===== config.mk =====
export PLATFORM = sky130hd
export DESIGN_NAME = datamover_s2mm_framer_flat
export DESIGN_NICKNAME = d
export VERILOG_FILES = /design/src/rtl/datamover_s2mm_framer_if.sv /design/src/rtl/datamover_s2mm_framer.sv /design/src/flat_wrapper.sv
export SDC_FILE = /design/constraint.sdc
export NUM_CORES = 1
export LEC_CHECK = 0
export CORE_MARGIN = 1.5
export CORE_UTILIZATION = 25
export CTS_CLUSTER_DIAMETER = 200
export DETAILED_ROUTE_END_ITERATION = 6
export HOLD_SLACK_MARGIN = 0.08
export PLACE_DENSITY = 0.56
export SLEW_MARGIN = 5
export SYNTH_ARGS = -nofsm -noshare
export SYNTH_HDL_FRONTEND = slang
export SYNTH_SLANG_ARGS = --single-unit
export TNS_END_PERCENT = 100

===== constraint.sdc =====
create_clock -name clk_in1 -period 3.4 [get_ports clk_in1]
set_input_delay 0.51 -clock clk_in1 [delete_from_list [all_inputs] [get_ports clk_in1]]
set_output_delay 0.51 -clock clk_in1 [all_outputs]
set_load 0.01 [all_outputs]

===== src/rtl/datamover_s2mm_framer_if.sv =====
// datamover_s2mm_framer_if: stream, command, frame-data and status buses of the S2MM framer.
//  master: framer side (sample sink, command/data source, status sink).
//  slave : environment side (sample source, datamover command/data/status ports).
interface datamover_s2mm_framer_if;
    logic [31:0] s_axis_tdata;
    logic        s_axis_tvalid;
    logic        s_axis_tready;
    logic [71:0] m_axis_s2mm_cmd_tdata;
    logic        m_axis_s2mm_cmd_tvalid;
    logic        m_axis_s2mm_cmd_tready;
    logic [31:0] m_axis_s2mm_tdata;
    logic [3:0]  m_axis_s2mm_tkeep;
    logic        m_axis_s2mm_tlast;
    logic        m_axis_s2mm_tvalid;
    logic        m_axis_s2mm_tready;
    logic [7:0]  s_axis_s2mm_sts_tdata;
    logic        s_axis_s2mm_sts_tvalid;
    logic        s_axis_s2mm_sts_tready;
    modport master (
        input  s_axis_tdata, s_axis_tvalid, m_axis_s2mm_cmd_tready, m_axis_s2mm_tready,
               s_axis_s2mm_sts_tdata, s_axis_s2mm_sts_tvalid,
        output s_axis_tready, m_axis_s2mm_cmd_tdata, m_axis_s2mm_cmd_tvalid, m_axis_s2mm_tdata,
               m_axis_s2mm_tkeep, m_axis_s2mm_tlast, m_axis_s2mm_tvalid, s_axis_s2mm_sts_tready
    );
    modport slave (
        output s_axis_tdata, s_axis_tvalid, m_axis_s2mm_cmd_tready, m_axis_s2mm_tready,
               s_axis_s2mm_sts_tdata, s_axis_s2mm_sts_tvalid,
        input  s_axis_tready, m_axis_s2mm_cmd_tdata, m_axis_s2mm_cmd_tvalid, m_axis_s2mm_tdata,
               m_axis_s2mm_tkeep, m_axis_s2mm_tlast, m_axis_s2mm_tvalid, s_axis_s2mm_sts_tready
    );
endinterface


===== src/rtl/datamover_s2mm_framer.sv =====
// datamover_s2mm_framer: cuts a 32-bit sample stream into fixed frames for the DataMover S2MM channel.
//  clk_in1, aresetn : clock, asynchronous active-low reset
//  enable           : start new frames while high
//  bus              : sample stream in, 72-bit command out, frame data out, status in
//  frame_count      : frames completed with status received
//  sts_err          : sticky status error
//  busy             : FSM outside IDLE
module datamover_s2mm_framer #(
    parameter int unsigned FRAME_WORDS = 128,
    parameter int unsigned NUM_FRAMES  = 8,
    parameter logic [31:0] BASE_ADDR   = 32'hC0000000
) (
    input  logic                           clk_in1,
    input  logic                           aresetn,
    input  logic                           enable,
    datamover_s2mm_framer_if.master        bus,
    output logic [31:0]                    frame_count,
    output logic                           sts_err,
    output logic                           busy
);
    localparam int CW = FRAME_WORDS > 1 ? $clog2(FRAME_WORDS) : 1;
    localparam int FW = NUM_FRAMES > 1 ? $clog2(NUM_FRAMES) : 1;
    localparam logic [22:0] BTT = 23'(4 * FRAME_WORDS);
    localparam logic [31:0] STRIDE = 32'(4 * FRAME_WORDS);
    typedef enum logic [1:0] {IDLE, CMD, DATA, STS} state_t;
    state_t state_q, state_d;
    logic [CW-1:0] word_cnt;
    logic [FW-1:0] frame_idx;
    logic [31:0] wr_addr;
    logic [3:0] tag;
    logic in_data, last_word, cmd_hs, data_hs, sts_hs, sts_bad;
    assign tag = 4'(frame_idx);
    assign in_data = state_q == DATA;
    assign last_word = word_cnt == CW'(FRAME_WORDS - 1);
    assign cmd_hs = bus.m_axis_s2mm_cmd_tvalid && bus.m_axis_s2mm_cmd_tready;
    assign data_hs = in_data && bus.s_axis_tvalid && bus.m_axis_s2mm_tready;
    assign sts_hs = state_q == STS && bus.s_axis_s2mm_sts_tvalid;
    // A status beat is bad if OKAY is missing, any error bit is set, or it belongs to another frame.
    assign sts_bad = !bus.s_axis_s2mm_sts_tdata[7] || (|bus.s_axis_s2mm_sts_tdata[6:4])
                     || bus.s_axis_s2mm_sts_tdata[3:0] != tag;
    always_comb begin
        state_d = state_q;
        case (state_q)
            IDLE:    state_d = enable ? CMD : IDLE;
            CMD:     state_d = cmd_hs ? DATA : CMD;
            DATA:    state_d = data_hs && last_word ? STS : DATA;
            default: state_d = sts_hs ? IDLE : STS;
        endcase
        // Zero-latency passthrough while in DATA; everything is quiet otherwise so upstream stalls.
        bus.s_axis_tready          = in_data && bus.m_axis_s2mm_tready;
        bus.m_axis_s2mm_tvalid     = in_data && bus.s_axis_tvalid;
        bus.m_axis_s2mm_tdata      = in_data ? bus.s_axis_tdata : 32'h0;
        bus.m_axis_s2mm_tkeep      = in_data ? 4'hF : 4'h0;
        bus.m_axis_s2mm_tlast      = in_data && last_word;
        bus.s_axis_s2mm_sts_tready = state_q == STS;
        busy                       = state_q != IDLE;
    end
    always_ff @(posedge clk_in1 or negedge aresetn) begin
        if (!aresetn) begin
            state_q                    <= IDLE;
            bus.m_axis_s2mm_cmd_tvalid <= 1'b0;
            bus.m_axis_s2mm_cmd_tdata  <= '0;
            word_cnt                   <= '0;
            frame_idx                  <= '0;
            wr_addr                    <= BASE_ADDR;
            frame_count                <= '0;
            sts_err                    <= 1'b0;
        end else begin
            state_q <= state_d;
            // Command is built while leaving IDLE so cmd_tvalid is a clean register output.
            if (state_q == IDLE && enable) begin
                bus.m_axis_s2mm_cmd_tvalid <= 1'b1;
                bus.m_axis_s2mm_cmd_tdata  <= {4'h0, tag, wr_addr, 1'b0, 1'b1, 6'h0, 1'b1, BTT};
            end else if (cmd_hs) begin
                bus.m_axis_s2mm_cmd_tvalid <= 1'b0;
            end
            if (data_hs)
                word_cnt <= last_word ? '0 : word_cnt + CW'(1);
            if (sts_hs) begin
                sts_err     <= sts_err | sts_bad;
                frame_count <= frame_count + 32'd1;
                if (frame_idx == FW'(NUM_FRAMES - 1)) begin
                    frame_idx <= '0;
                    wr_addr   <= BASE_ADDR;
                end else begin
                    frame_idx <= frame_idx + FW'(1);
                    wr_addr   <= wr_addr + STRIDE;
                end
            end
        end
    end
endmodule


===== src/flat_wrapper.sv =====
// flat-port wrapper written by rule: the top's interface ports become plain ports
module datamover_s2mm_framer_flat 
#(
    parameter int unsigned FRAME_WORDS = 128,
    parameter int unsigned NUM_FRAMES  = 8,
    parameter logic [31:0] BASE_ADDR   = 32'hC0000000
)
  (clk_in1, aresetn, enable, frame_count, sts_err, busy, bus_s_axis_tdata, bus_s_axis_tvalid, bus_m_axis_s2mm_cmd_tready, bus_m_axis_s2mm_tready, bus_s_axis_s2mm_sts_tdata, bus_s_axis_s2mm_sts_tvalid, bus_s_axis_tready, bus_m_axis_s2mm_cmd_tdata, bus_m_axis_s2mm_cmd_tvalid, bus_m_axis_s2mm_tdata, bus_m_axis_s2mm_tkeep, bus_m_axis_s2mm_tlast, bus_m_axis_s2mm_tvalid, bus_s_axis_s2mm_sts_tready);
  datamover_s2mm_framer_if bus_i ();
  input  logic clk_in1;
  input  logic aresetn;
  input  logic enable;
  output logic [31:0] frame_count;
  output logic sts_err;
  output logic busy;
  input wire logic [$bits(bus_i.s_axis_tdata)-1:0] bus_s_axis_tdata;
  input wire logic [$bits(bus_i.s_axis_tvalid)-1:0] bus_s_axis_tvalid;
  input wire logic [$bits(bus_i.m_axis_s2mm_cmd_tready)-1:0] bus_m_axis_s2mm_cmd_tready;
  input wire logic [$bits(bus_i.m_axis_s2mm_tready)-1:0] bus_m_axis_s2mm_tready;
  input wire logic [$bits(bus_i.s_axis_s2mm_sts_tdata)-1:0] bus_s_axis_s2mm_sts_tdata;
  input wire logic [$bits(bus_i.s_axis_s2mm_sts_tvalid)-1:0] bus_s_axis_s2mm_sts_tvalid;
  output wire logic [$bits(bus_i.s_axis_tready)-1:0] bus_s_axis_tready;
  output wire logic [$bits(bus_i.m_axis_s2mm_cmd_tdata)-1:0] bus_m_axis_s2mm_cmd_tdata;
  output wire logic [$bits(bus_i.m_axis_s2mm_cmd_tvalid)-1:0] bus_m_axis_s2mm_cmd_tvalid;
  output wire logic [$bits(bus_i.m_axis_s2mm_tdata)-1:0] bus_m_axis_s2mm_tdata;
  output wire logic [$bits(bus_i.m_axis_s2mm_tkeep)-1:0] bus_m_axis_s2mm_tkeep;
  output wire logic [$bits(bus_i.m_axis_s2mm_tlast)-1:0] bus_m_axis_s2mm_tlast;
  output wire logic [$bits(bus_i.m_axis_s2mm_tvalid)-1:0] bus_m_axis_s2mm_tvalid;
  output wire logic [$bits(bus_i.s_axis_s2mm_sts_tready)-1:0] bus_s_axis_s2mm_sts_tready;
  assign bus_i.s_axis_tdata = bus_s_axis_tdata;
  assign bus_i.s_axis_tvalid = bus_s_axis_tvalid;
  assign bus_i.m_axis_s2mm_cmd_tready = bus_m_axis_s2mm_cmd_tready;
  assign bus_i.m_axis_s2mm_tready = bus_m_axis_s2mm_tready;
  assign bus_i.s_axis_s2mm_sts_tdata = bus_s_axis_s2mm_sts_tdata;
  assign bus_i.s_axis_s2mm_sts_tvalid = bus_s_axis_s2mm_sts_tvalid;
  assign bus_s_axis_tready = bus_i.s_axis_tready;
  assign bus_m_axis_s2mm_cmd_tdata = bus_i.m_axis_s2mm_cmd_tdata;
  assign bus_m_axis_s2mm_cmd_tvalid = bus_i.m_axis_s2mm_cmd_tvalid;
  assign bus_m_axis_s2mm_tdata = bus_i.m_axis_s2mm_tdata;
  assign bus_m_axis_s2mm_tkeep = bus_i.m_axis_s2mm_tkeep;
  assign bus_m_axis_s2mm_tlast = bus_i.m_axis_s2mm_tlast;
  assign bus_m_axis_s2mm_tvalid = bus_i.m_axis_s2mm_tvalid;
  assign bus_s_axis_s2mm_sts_tready = bus_i.s_axis_s2mm_sts_tready;
  datamover_s2mm_framer #(.FRAME_WORDS(FRAME_WORDS), .NUM_FRAMES(NUM_FRAMES), .BASE_ADDR(BASE_ADDR)) u_core (.clk_in1(clk_in1), .aresetn(aresetn), .enable(enable), .bus(bus_i), .frame_count(frame_count), .sts_err(sts_err), .busy(busy));
endmodule

# Word level (Yosys, flattened, before mapping)
# Index checks and enable logic that the tools add are counted.
# W data, S select, Z words.
# classes
bitwise_logic	1
div	0
shifts	0
order_cmp	0
eq_ne	6
reduce_logical	15
n_addsub	4
mux	12
n_mul	0
# op_table
cell	n
$mux W32	2
$add A32 B1 Y32 const B	1
$add A32 B10 Y32 const B	1
$logic_and A1 B1 Y1	8
$add A7 B1 Y7 const B	1
$eq A7 B7 Y1 const B	1
$mux W7	1
$pmux W2 S3	1
$eq A2 B2 Y1 const B	2
$mux W1	4
$mux W2	2
$mux W4	1
$ne A4 B3 Y1	1
$reduce_bool A2 Y1	2
$add A3 B1 Y3 const B	1
$eq A3 B3 Y1 const B	1
$mux W3	1
$reduce_or A3 Y1	1
$eq A2 B1 Y1 const B	1
$logic_not A2 Y1	1
$logic_or A1 B1 Y1	2
$logic_not A1 Y1	1
$or A1 B1 Y1	1
# word_totals
word_cells	46
in_bits	47
out_inout_bits	147
latchBits	0
reg_bits	116
romBits	0
n_memories	0
ramBits	0

# Longest topological paths before layout
# Gate-level depths: netlist of run 1.
# logic_depth
depth_word	6
mapped_depth	6
mapped_depth_nobuf	5

# Worst setup path after synthesis of run 1
# Ideal clock, no wire load.
# synth_timing
kind	input to register
start	in bus_s_axis_s2mm_sts_tvalid
end	reg u_core.wr_addr[28]
path_stages	4
setup_ns	0.078
arrival_time_ns	1.807
required_time_ns	3.322
path_slack_ns	1.515
cell_sequence	nand3_1 > or4_4 > or4_1 > a21oi_1
# synth_via
elab_chain_len	1
# synth_rtl
element	line_no	rtl
start: declaration	flat_wrapper.sv:21	input wire logic [$bits(bus_i.s_axis_s2mm_sts_tvalid)-1:0] bus_s_axis_s2mm_sts_tvalid;
$logic_and A1 B1 Y1	datamover_s2mm_framer.sv:37	assign sts_hs = state_q == STS && bus.s_axis_s2mm_sts_tvalid;
end signal: assignment	datamover_s2mm_framer.sv:87	wr_addr <= wr_addr + STRIDE;
end: declaration	datamover_s2mm_framer.sv:29	logic [31:0] wr_addr;
# Every way passes these cells.
# A chain may end at the register's enable or synchronous reset.

# Worst setup path in the final report of run 1
# layout_timing
start	reg u_core.state_q[1]
end	out bus_m_axis_s2mm_tdata[19]
# layout_via
elab_chain_len	2
# layout_rtl
element	line_no	rtl
start: declaration	datamover_s2mm_framer.sv:26	state_t state_q, state_d;
start signal: assignment	datamover_s2mm_framer.sv:69	state_q <= state_d;
$eq A2 B2 Y1	datamover_s2mm_framer.sv:33	assign in_data = state_q == DATA;
$mux W32	datamover_s2mm_framer.sv:52	bus.m_axis_s2mm_tdata = in_data ? bus.s_axis_tdata : 32'h0;
end: declaration	flat_wrapper.sv:25	output wire logic [$bits(bus_i.m_axis_s2mm_tdata)-1:0] bus_m_axis_s2mm_tdata;
# Every way passes these cells.

==> results.yml, run 1 <==
clock_tree:
  cts_made_buffers: 9
  ctsResizeCount: 0
  holdBufCountCts: 0
  post-cts-setup-buffer-count: 0
  root_buffer: "clkbuf_16"
  cts_max_level: 3
  cts.sinks: 96
  worstSkewPairLatency_ns: 0.34
  cts_tree: "done"
  path_clk_slew_ns: 0.06
  cts_buffer_depth: 2
drt:
  wl_per_cell_um: 13.7
  vias_per_cell: 4.32
  drc: 0
  num_vias: 3841
  first_pass_iters: 4
  route.met3.wl_mm: 1.01
  drtIter0Drc: 112
  wl_mm: 12.2
  wl_met1_mm: 5.09
  route.top_layer_used: "met4"
  drtAntennaViolNets: 0
  wl_met2_mm: 5.78
global_route:
  grt_pass1_vias: 3737
  grt_max_degree: 84
  antenna_found_initial: 0
  grt_pass1_wl_mm: 18.8
  grt_overflow: 0
  grt_usage_pct: 11.9
yosys:
  ys.flop_type: "dfrtp_1"
  synthArstFlopShare_pct: 100
  yosysMostFrequentCell: "dfrtp_1"
  ys_warn_count: 0
  synth_seq_cells: 96
  seq_area_frac_synth_pct: 48.9
  syn-cell-area_um2: 4910
  syn_avg_cell_area_um2: 10.4
  syn_inst: 473
  netlist.top_cell.by_area: "dfrtp_1"
  synthTopCellsByArea: "dfrtp_1 48%, buf_4 7.5%, xnor2_1 6.2%"
  synth_edf_count: 0
  synth_common_cells: "94 x dfrtp_1, 49 x buf_4, 40 x and2_1, 39 x nand2_1, 35 x xnor2_1"
  synth_top_area_share_pct: 47.9
  synth_cell_types: 45
layout:
  fin_nets: 671
  area_growth_pct: 40.0
  antennaDiodeCount: 0
  final_area_um2: 6880
  drive_above_1_share_pct: 10.3
timing:
  maxSlewHeadroom_pct: 29.3
  hold-worst-slack_ns: 0.368
  rsz0062_at_grt: "no"
  hold_viol_final: 0
  tightest_slew_ns: 1.06
  finalMaxSlewViolations: 0
  fmax_mhz: 397
  fin_ws_ns: 0.881
  fin_crit_sh_pct: 74.1
  finalCriticalPeriod_ns: 2.52
  setup_viol: 0
  finalClockSkew_ns: 0.00629
  fin_tns_setup_ns: 0
worst_setup_path:
  regToRegEndpoint: "u_core.wr_addr[31]"
  path_max_fanout: 40
  critPathArrivalTime_ns: 2.01
  end_kind: "output pin"
  rrSetupSlack_ns: 1.29
  crit_required_ns: 2.89
  path_class: "flip-flop to output pin"
  reg2reg_depth: 5
  r2r-start: "u_core.wr_addr[9]"
  worstSetupStartpointType: "flip-flop"
floorplan:
  core_um2: 19400
  initial_core_util_pct: 25.3
  die_area_um2: 20500
  rows: 51
  die_h_um: 143
  chipWidth_um: 143
  ios: 194
pwr:
  power-per-cell-area_nw_per_um2: 552
  irDropWorstVdd_v: 0.000279
  leakage_nw: 2.90
placement:
  dp_hpwl_mm: 9.01
  dpl_cell_area_um2: 6530
  pre_cts_ws_ns: 0.843
  place.gp.congestion: 0.777
  port_buffers: 150
min_path:
  hold_class: "primary input to async pin"
run:
  maxCapViolations: 0
outcome:
  status: "finished, final reports clean"
cell type report:
class,instances,area (µm²)
Clock buffer,11,253
Inverter,7,26.3
Fill cell,1970,12500
Tap cell,265,332
Clock inverter,5,103
Multi-Input combinational cell,347,2200
Sequential cell,96,2400
Timing Repair Buffer,158,1560
logic make-up (layout without fill, tap and decap cells):
group	Yosys count	in the layout	share of synthesized area, %
AO/OA/AOI/OAI	37	37	4.41
multiplexers	29	29	6.60
flip-flops	96	96	48.9
adder cells (fa/ha/maj)	5	5	1.27
AND/OR/NAND/NOR	190	190	21.6
buffers and inverters	72	181	9.47
other	1	43	0.0763
XOR/XNOR	43	43	7.66
how the worst max path moves through the flow:
stage	slack (ns)	cells past startpoint	to	start
floorplan	1.52	4	u_core.wr_addr[28]	bus_s_axis_s2mm_sts_tvalid
global placement	0.84	5	u_core.wr_addr[28]	bus_s_axis_s2mm_sts_tvalid
detailed placement	0.84	5	u_core.wr_addr[28]	bus_s_axis_s2mm_sts_tvalid
CTS	0.82	4	bus_m_axis_s2mm_tdata[19]	u_core.state_q[1]
global route	0.74	4	bus_m_axis_s2mm_tdata[19]	u_core.state_q[1]
finish	0.88	4	bus_m_axis_s2mm_tdata[19]	u_core.state_q[1]
stage by stage:
step | instances | power (W) | utilization, %
CTS | 889 | 0.00386 | 35.5
finish | 889 | 0.00380 | 35.5
global placement | 873 | 0.00262 | 33.6
floorplan | 515 | 0.00206 | -
detailed placement | 873 | 0.00264 | 33.6
global route | 889 | 0.00403 | 35.5
worst max-delay path, stage by stage (launching register included):
cell and delay, ns:
dfrtp_1 0.43, nor2b_2 0.19, buf_4 0.29, and2_1 0.21, clkdlybuf4s50_1 0.54
where the power goes:
part	internal [W]	switching, W	total (W)
Combinational	0.000629	0.000499	0.00113
Clock	0.000758	0.000436	0.00119
Sequential	0.00130	0.000174	0.00147
metal layers:
metal,global-route usage (%),vias up
li1,-,1819
met1,13.6,1841
met2,20.1,163
met3,3.72,18
met4,5.53,0
met5,0,-
state kept, by name, summed over array words and instances, names as in the netlist:
signal	flops
u_core.state_q	2
u_core.bus.m_axis_s2mm_cmd_tdata	27
u_core.bus.m_axis_s2mm_cmd_tvalid	1
u_core.wr_addr	23
u_core.word_cnt	7
u_core.sts_err	1
u_core.frame_idx	3
u_core.frame_count	32
placed cells by master (no fill, tap or decap), drive strengths merged, types with 4 or more instances in the layout:
cell type / n
conb: 43
nor3: 9
or3: 9
nand3b: 4
clkdlybuf4s50: 149
buf: 9
or4: 5
inv: 7
nand4: 22
nor2: 19
dfrtp: 94
or2: 4
mux2: 27
nand2: 39
ha: 5
xor2: 8
nand3: 17
clkbuf: 11
xnor2: 35
a21oi: 10
and3: 9
o21ai: 15
and4: 6
and2: 40
Note: power is estimated with default switching activity, not from simulation.
==> run 2: changes to the inputs <==
--- a/config.mk
+++ b/config.mk
@@ -10,7 +10,7 @@
 export CTS_CLUSTER_DIAMETER = 200
 export DETAILED_ROUTE_END_ITERATION = 6
 export HOLD_SLACK_MARGIN = 0.08
-export PLACE_DENSITY = 0.56
+export PLACE_DENSITY = 0.58
 export SLEW_MARGIN = 5
 export SYNTH_ARGS = -nofsm -noshare
 export SYNTH_HDL_FRONTEND = slang
==> constraint.sdc (replaced) <==
create_clock -name clk_in1 -period 2.2 [get_ports clk_in1]
set_input_delay 0.33 -clock clk_in1 [delete_from_list [all_inputs] [get_ports clk_in1]]
set_output_delay 0.33 -clock clk_in1 [all_outputs]
set_load 0.01 [all_outputs]
==> run 2 against run 1 <==
Effect of this change: sequential cell count is the same; clock skew down 0.0014 ns; cell count up 2.2%; critical path depth is the same; clock-buffer cell count down 1; sequential share of layout area shrank 0.91 points; via count increased by 1.3%; setup slack worse by 0.79 ns; critical path type unchanged; critical endpoint is now bus_m_axis_s2mm_tdata[23].
==> results.yml, run 2 (same netlist as run 1, synthesis figures left out) <==
outcome:
  status: "finished, final reports clean"
floorplan:
  core_um2: 19400
  die_h_um: 143
  ios: 194
  die_area_um2: 20500
  initial_core_util_pct: 25.3
  chipWidth_um: 143
  rows: 51
layout:
  area_growth_pct: 43.9
  drive_above_1_share_pct: 13.4
  final_cell_mix: "131 x clkdlybuf4s50_1, 92 x dfrtp_1, 43 x conb_1, 40 x and2_1, 39 x nand2_1"
  final_util_pct: 36.5
  final_area_um2: 7070
  biggestRegsByFlops: "u_core.frame_count (32), u_core.bus.m_axis_s2mm_cmd_tdata (27), u_core.wr_addr (23)"
  mostFrequentLayoutCell: "clkdlybuf4s50_1"
  largest_reg_flops: 32
  antennaDiodeCount: 0
  top_register: "u_core.frame_count"
  fin_nets: 691
  final_cells: 909
global_route:
  antenna_found_initial: 0
  grt_max_degree: 97
  grt_usage_pct: 12.2
  grt_pass1_vias: 3731
  grt_overflow: 0
  grt_pass1_wl_mm: 19.4
worst_setup_path:
  path_cells: "nor2b_4 -> buf_12 -> and2_1 -> clkdlybuf4s50_1"
  path_class: "flip-flop to output pin"
  crit_family: "buffers and inverters"
  crit_buf_inv: 2
  end_kind: "output pin"
  reg2reg_depth: 6
  r2r-start: "u_core.state_q[0]"
  worstSetupStartpointType: "flip-flop"
  slowest_delay_ns: 0.55
  cp_slowest_cell: "clkdlybuf4s50_1"
  path_max_fanout: 20
  regToRegEndpoint: "u_core.wr_addr[22]"
  rrSetupSlack_ns: 0.13
  crit_required_ns: 1.87
  critPathArrivalTime_ns: 1.78
pwr:
  power-per-cell-area_nw_per_um2: 843
  irDropWorstVdd_v: 0.000351
  leakage_nw: 3.11
  total_power_w: 0.00596
timing:
  hold-worst-slack_ns: 0.462
  finalClockSkew_ns: 0.00490
  setup_viol: 0
  rsz0062_at_grt: "no"
  hold_viol_final: 0
  fmax_mhz: 473
  tightest_slew_ns: 0.597
  fin_crit_sh_pct: 96.1
  maxSlewHeadroom_pct: 60.2
  finalCriticalPeriod_ns: 2.11
  finalMaxSlewViolations: 0
clock_tree:
  cts_made_buffers: 9
  cts_max_level: 3
  path_clk_slew_ns: 0.07
  cts_buffer_depth: 2
  root_buffer: "clkbuf_16"
  cts.sinks: 96
  cts_tree: "done"
  worstSkewPairLatency_ns: 0.35
min_path:
  hp-start: "u_core.sts_err"
  hold_path_end: "u_core.sts_err"
  hold_class: "flip-flop to flip-flop"
  hold_path_depth: 1
placement:
  dpl_cell_area_um2: 6660
  port_buffers: 150
  place.gp.congestion: 0.743
  dp_hpwl_mm: 8.81
  place_inst: 886
run:
  maxCapViolations: 0
drt:
  wl_mm: 12.3
  drc: 0
  first_pass_iters: 4
  drtIter0Drc: 146
  drtAntennaViolNets: 0
  vias_per_cell: 4.28
  wl_per_cell_um: 13.6
  num_vias: 3890
## run 2: area by class of cell
class | count | area, µm²
Clock buffer | 10 | 239
Clock inverter | 6 | 90.1
Fill cell | 2002 | 12300
Inverter | 7 | 26.3
Multi-Input combinational cell | 347 | 2210
Sequential cell | 96 | 2410
Tap cell | 265 | 332
Timing Repair Buffer | 178 | 1770
## run 2: worst max path at each step
stage,cells after the start,slack [ns],from,end
after floorplan,6,0.39,u_core.wr_addr[9],u_core.wr_addr[25]
after global placement,5,-0.14,bus_s_axis_s2mm_sts_tvalid,u_core.wr_addr[28]
after detailed placement,6,-0.19,bus_s_axis_s2mm_sts_tvalid,u_core.wr_addr[22]
after CTS,4,0.02,u_core.state_q[0],bus_m_axis_s2mm_tdata[2]
after global routing,4,0.02,u_core.state_q[0],bus_m_axis_s2mm_tdata[23]
final,4,0.09,u_core.state_q[0],bus_m_axis_s2mm_tdata[23]
## run 2: through the flow
stage          setup slack (ns)  TNS (ns)
6_report                 0.0862         0
5_1_grt                  0.0171         0
4_1_cts                  0.0204         0
3_5_place_dp             -0.186     -1.49
3_3_place_gp             -0.137     -1.05
2_1_floorplan             0.394         0
## run 2: power breakdown
group | switching (W) | internal (W) | total (W)
registers | 0.000221 | 0.00201 | 0.00223
logic | 0.000875 | 0.00110 | 0.00198
clock network | 0.000716 | 0.00103 | 0.00175
## run 2: layer usage
layer  vias to the layer above  GRT usage (%)  share of wire [%]
li1                       1861              -                  -
met1                      1858           14.7                 44
met5                         -              0                  0
met4                         0           4.34                2.0
met2                       153           20.5                 46
met3                        18           3.92                8.1
## run 2: worst register-to-register path: cells and delay by family, from the launching register on
kind,cells,cell delay [ns]
flops,1,0.39
buf+inv,2,0.33
simple gates,3,1.13
compound gates,1,0.16
## run 2: repair_timing
action	in CTS	in global routing
hold buffers	1	0
setup endpoints to repair	35	2
cloned	1	0
hold endpoints to repair	65	0
buffers inserted	5	0
resized for setup	21	2
==> run 3: changes to the inputs <==
--- a/config.mk
+++ b/config.mk
@@ -7,6 +7,7 @@
 export LEC_CHECK = 0
 export CORE_MARGIN = 1.5
 export CORE_UTILIZATION = 25
+export CTS_BUF_LIST = sky130_fd_sc_hd__clkbuf_4
 export CTS_CLUSTER_DIAMETER = 200
 export DETAILED_ROUTE_END_ITERATION = 6
 export HOLD_SLACK_MARGIN = 0.08
==> run 3 against run 2 <==
Effect of this change: register-to-register slack got worse by 0.02 ns; sequential power barely moved; clock-buffer cell count fell by 1; die area did not move; critical path type unchanged; largest power group unchanged.
==> results.yml, run 3 (same netlist as run 1, synthesis figures left out) <==
worst_setup_path:
  worstSetupStartpointType: "flip-flop"
  end_kind: "output pin"
  path_class: "flip-flop to output pin"
  path_max_fanout: 3
  timing.critical_path.from: "u_core.word_cnt[5]"
  r2r-start: "u_core.state_q[0]"
  critPathArrivalTime_ns: 1.77
  crit_required_ns: 1.87
drt:
  vias_per_cell: 4.27
  drc: 0
  drtIter0Drc: 121
  num_vias: 3893
  wl_per_cell_um: 13.4
  drtAntennaViolNets: 0
  wl_mm: 12.2
  first_pass_iters: 4
placement:
  place.gp.congestion: 0.743
  dp_hpwl_mm: 8.81
  port_buffers: 150
  pre_cts_ws_ns: -0.186
pwr:
  power.switching_w: 0.00172
  p_int_w: 0.00344
  clkPwrFrac_pct: 21.6
  power-per-cell-area_nw_per_um2: 752
  leakage_nw: 3.13
  p_sw_share_pct: 33.3
  seq_power_share_pct: 43.2
  combPwrFrac_pct: 35.1
  irDropWorstVdd_v: 0.000270
timing:
  maxSlewHeadroom_pct: 62.5
  fin_tns_setup_ns: 0
  tightest_slew_ns: 0.558
  hold_viol_final: 0
  setup_viol: 0
  finalMaxSlewViolations: 0
  fmax_mhz: 477
  finalCriticalPeriod_ns: 2.10
  rsz0062_at_grt: "no"
  finalClockSkew_ns: 0.00837
  fin_crit_sh_pct: 95.3
  fin_ws_ns: 0.104
run:
  maxCapViolations: 0
global_route:
  grt_pass1_wl_mm: 19.0
  grt-busiest-layer: "met2"
  grt_pass1_vias: 3676
  use_met2_pct: 19.2
  grt_usage_pct: 12.1
  grt_use_met3_pct: 3.45
  grt_overflow: 0
  grt_max_degree: 97
  antenna_found_initial: 1
  grt.met1_usage_pct: 15.0
clock_tree:
  cts_made_buffers: 9
  worstSkewPairLatency_ns: 0.49
  cts_tree: "done"
  path_clk_slew_ns: 0.15
  cts_buffer_depth: 2
  cts_max_level: 3
  root_buffer: "clkbuf_4"
  cts.sinks: 96
min_path:
  hold_class: "primary input to async pin"
layout:
  biggestRegsByFlops: "u_core.frame_count (32), u_core.bus.m_axis_s2mm_cmd_tdata (27), u_core.wr_addr (23)"
  drive_above_1_share_pct: 13.5
  final_cell_mix: "109 x clkdlybuf4s50_1, 92 x dfrtp_1, 43 x conb_1, 40 x and2_1, 39 x nand2_1"
  fin_nets: 692
  top_register: "u_core.frame_count"
  area_growth_pct: 39.8
  largest_reg_flops: 32
  n_fill_cell: 2034
  mostFrequentLayoutCell: "clkdlybuf4s50_1"
floorplan:
  initial_core_util_pct: 25.3
  chipWidth_um: 143
  rows: 51
  die_h_um: 143
  die_area_um2: 20500
  ios: 194
  core_um2: 19400
outcome:
  status: "finished, final reports clean"
## run 3: cell types whose count changed in the layout (fill, tap and decap cells not counted)
cell	change
diode_2	+1
and3_1	-1
clkbuf_4	+9
clkbuf_8	-1
clkinv_1	+1
and3_4	+1
buf_16	-1
dlygate4sd2_1	+20
clkbuf_16	-9
buf_12	-1
buf_4	+3
clkdlybuf4s50_1	-22
dlymetal6s2s_1	+2
## run 3: final timing paths
path                       depth (start not counted)                                end  slack [ns]
max in group asynchronous                          3                 u_core.wr_addr[30]        1.35
min reg2reg                                        1             u_core.frame_count[31]        0.48
min in group clk_in1                               3  u_core.bus.m_axis_s2mm_cmd_tvalid        0.44
max reg2reg                                        6                 u_core.wr_addr[22]        0.11
min                                                3  u_core.bus.m_axis_s2mm_cmd_tvalid        0.39
max                                                4              bus_m_axis_s2mm_tlast        0.10
## run 3: final cells by class
class | instances | area [µm²] | area share (%)
flip-flops and latches | 96 | 2410 | 35.1
multi-input cells | 347 | 2220 | 32.3
repair buffers | 179 | 1720 | 25.1
well taps | 265 | 332 | 4.83
clock inverters | 7 | 93.8 | 1.37
clock buffers | 9 | 67.6 | 0.984
inverters | 7 | 26.3 | 0.383
diodes | 1 | 2.50 | 0.0364
## run 3: critical path, stage by stage, from the launching register on
cell           delay, ns
dfrtp_1             0.41
and4_1              0.23
and3_4              0.19
and2_1              0.15
dlygate4sd2_1       0.29
## run 3: power groups by stage
stage / clock, W / sequential [W] / combinational (W)
after detailed placement: 0 / 0.00229 / 0.00188
after floorplan: 0 / 0.00228 / 0.000909
after global placement: 0 / 0.00229 / 0.00187
after CTS: 0.00117 / 0.00223 / 0.00187
final: 0.00112 / 0.00223 / 0.00181
after global routing: 0.00124 / 0.00228 / 0.00201
## run 3: stage by stage
step	hold slack [ns]	utilization [%]	area [µm²]	power [W]	cells
floorplan	0.0344	-	5070	0.00319	515
global placement	0.443	34.3	6660	0.00416	886
detailed placement	0.444	34.3	6660	0.00417	886
CTS	0.411	35.3	6840	0.00527	909
global route	0.424	35.4	6870	0.00552	911
finish	0.393	35.4	6870	0.00516	911
## run 3: routing by layer
layer  vias up  share of wire, %
met2       158                45
met3        20               8.3
met4         0               2.4
met1      1852                44
met5         -                 0
li1       1863                 -
## run 3: timing repair
item                                    in CTS  in global routing
gates resized for setup                     39                  6
endpoints found under the hold margin       94                  0
hold buffers                                 1                  0
endpoints found under the setup margin      40                  5
buffers inserted                             6                  1
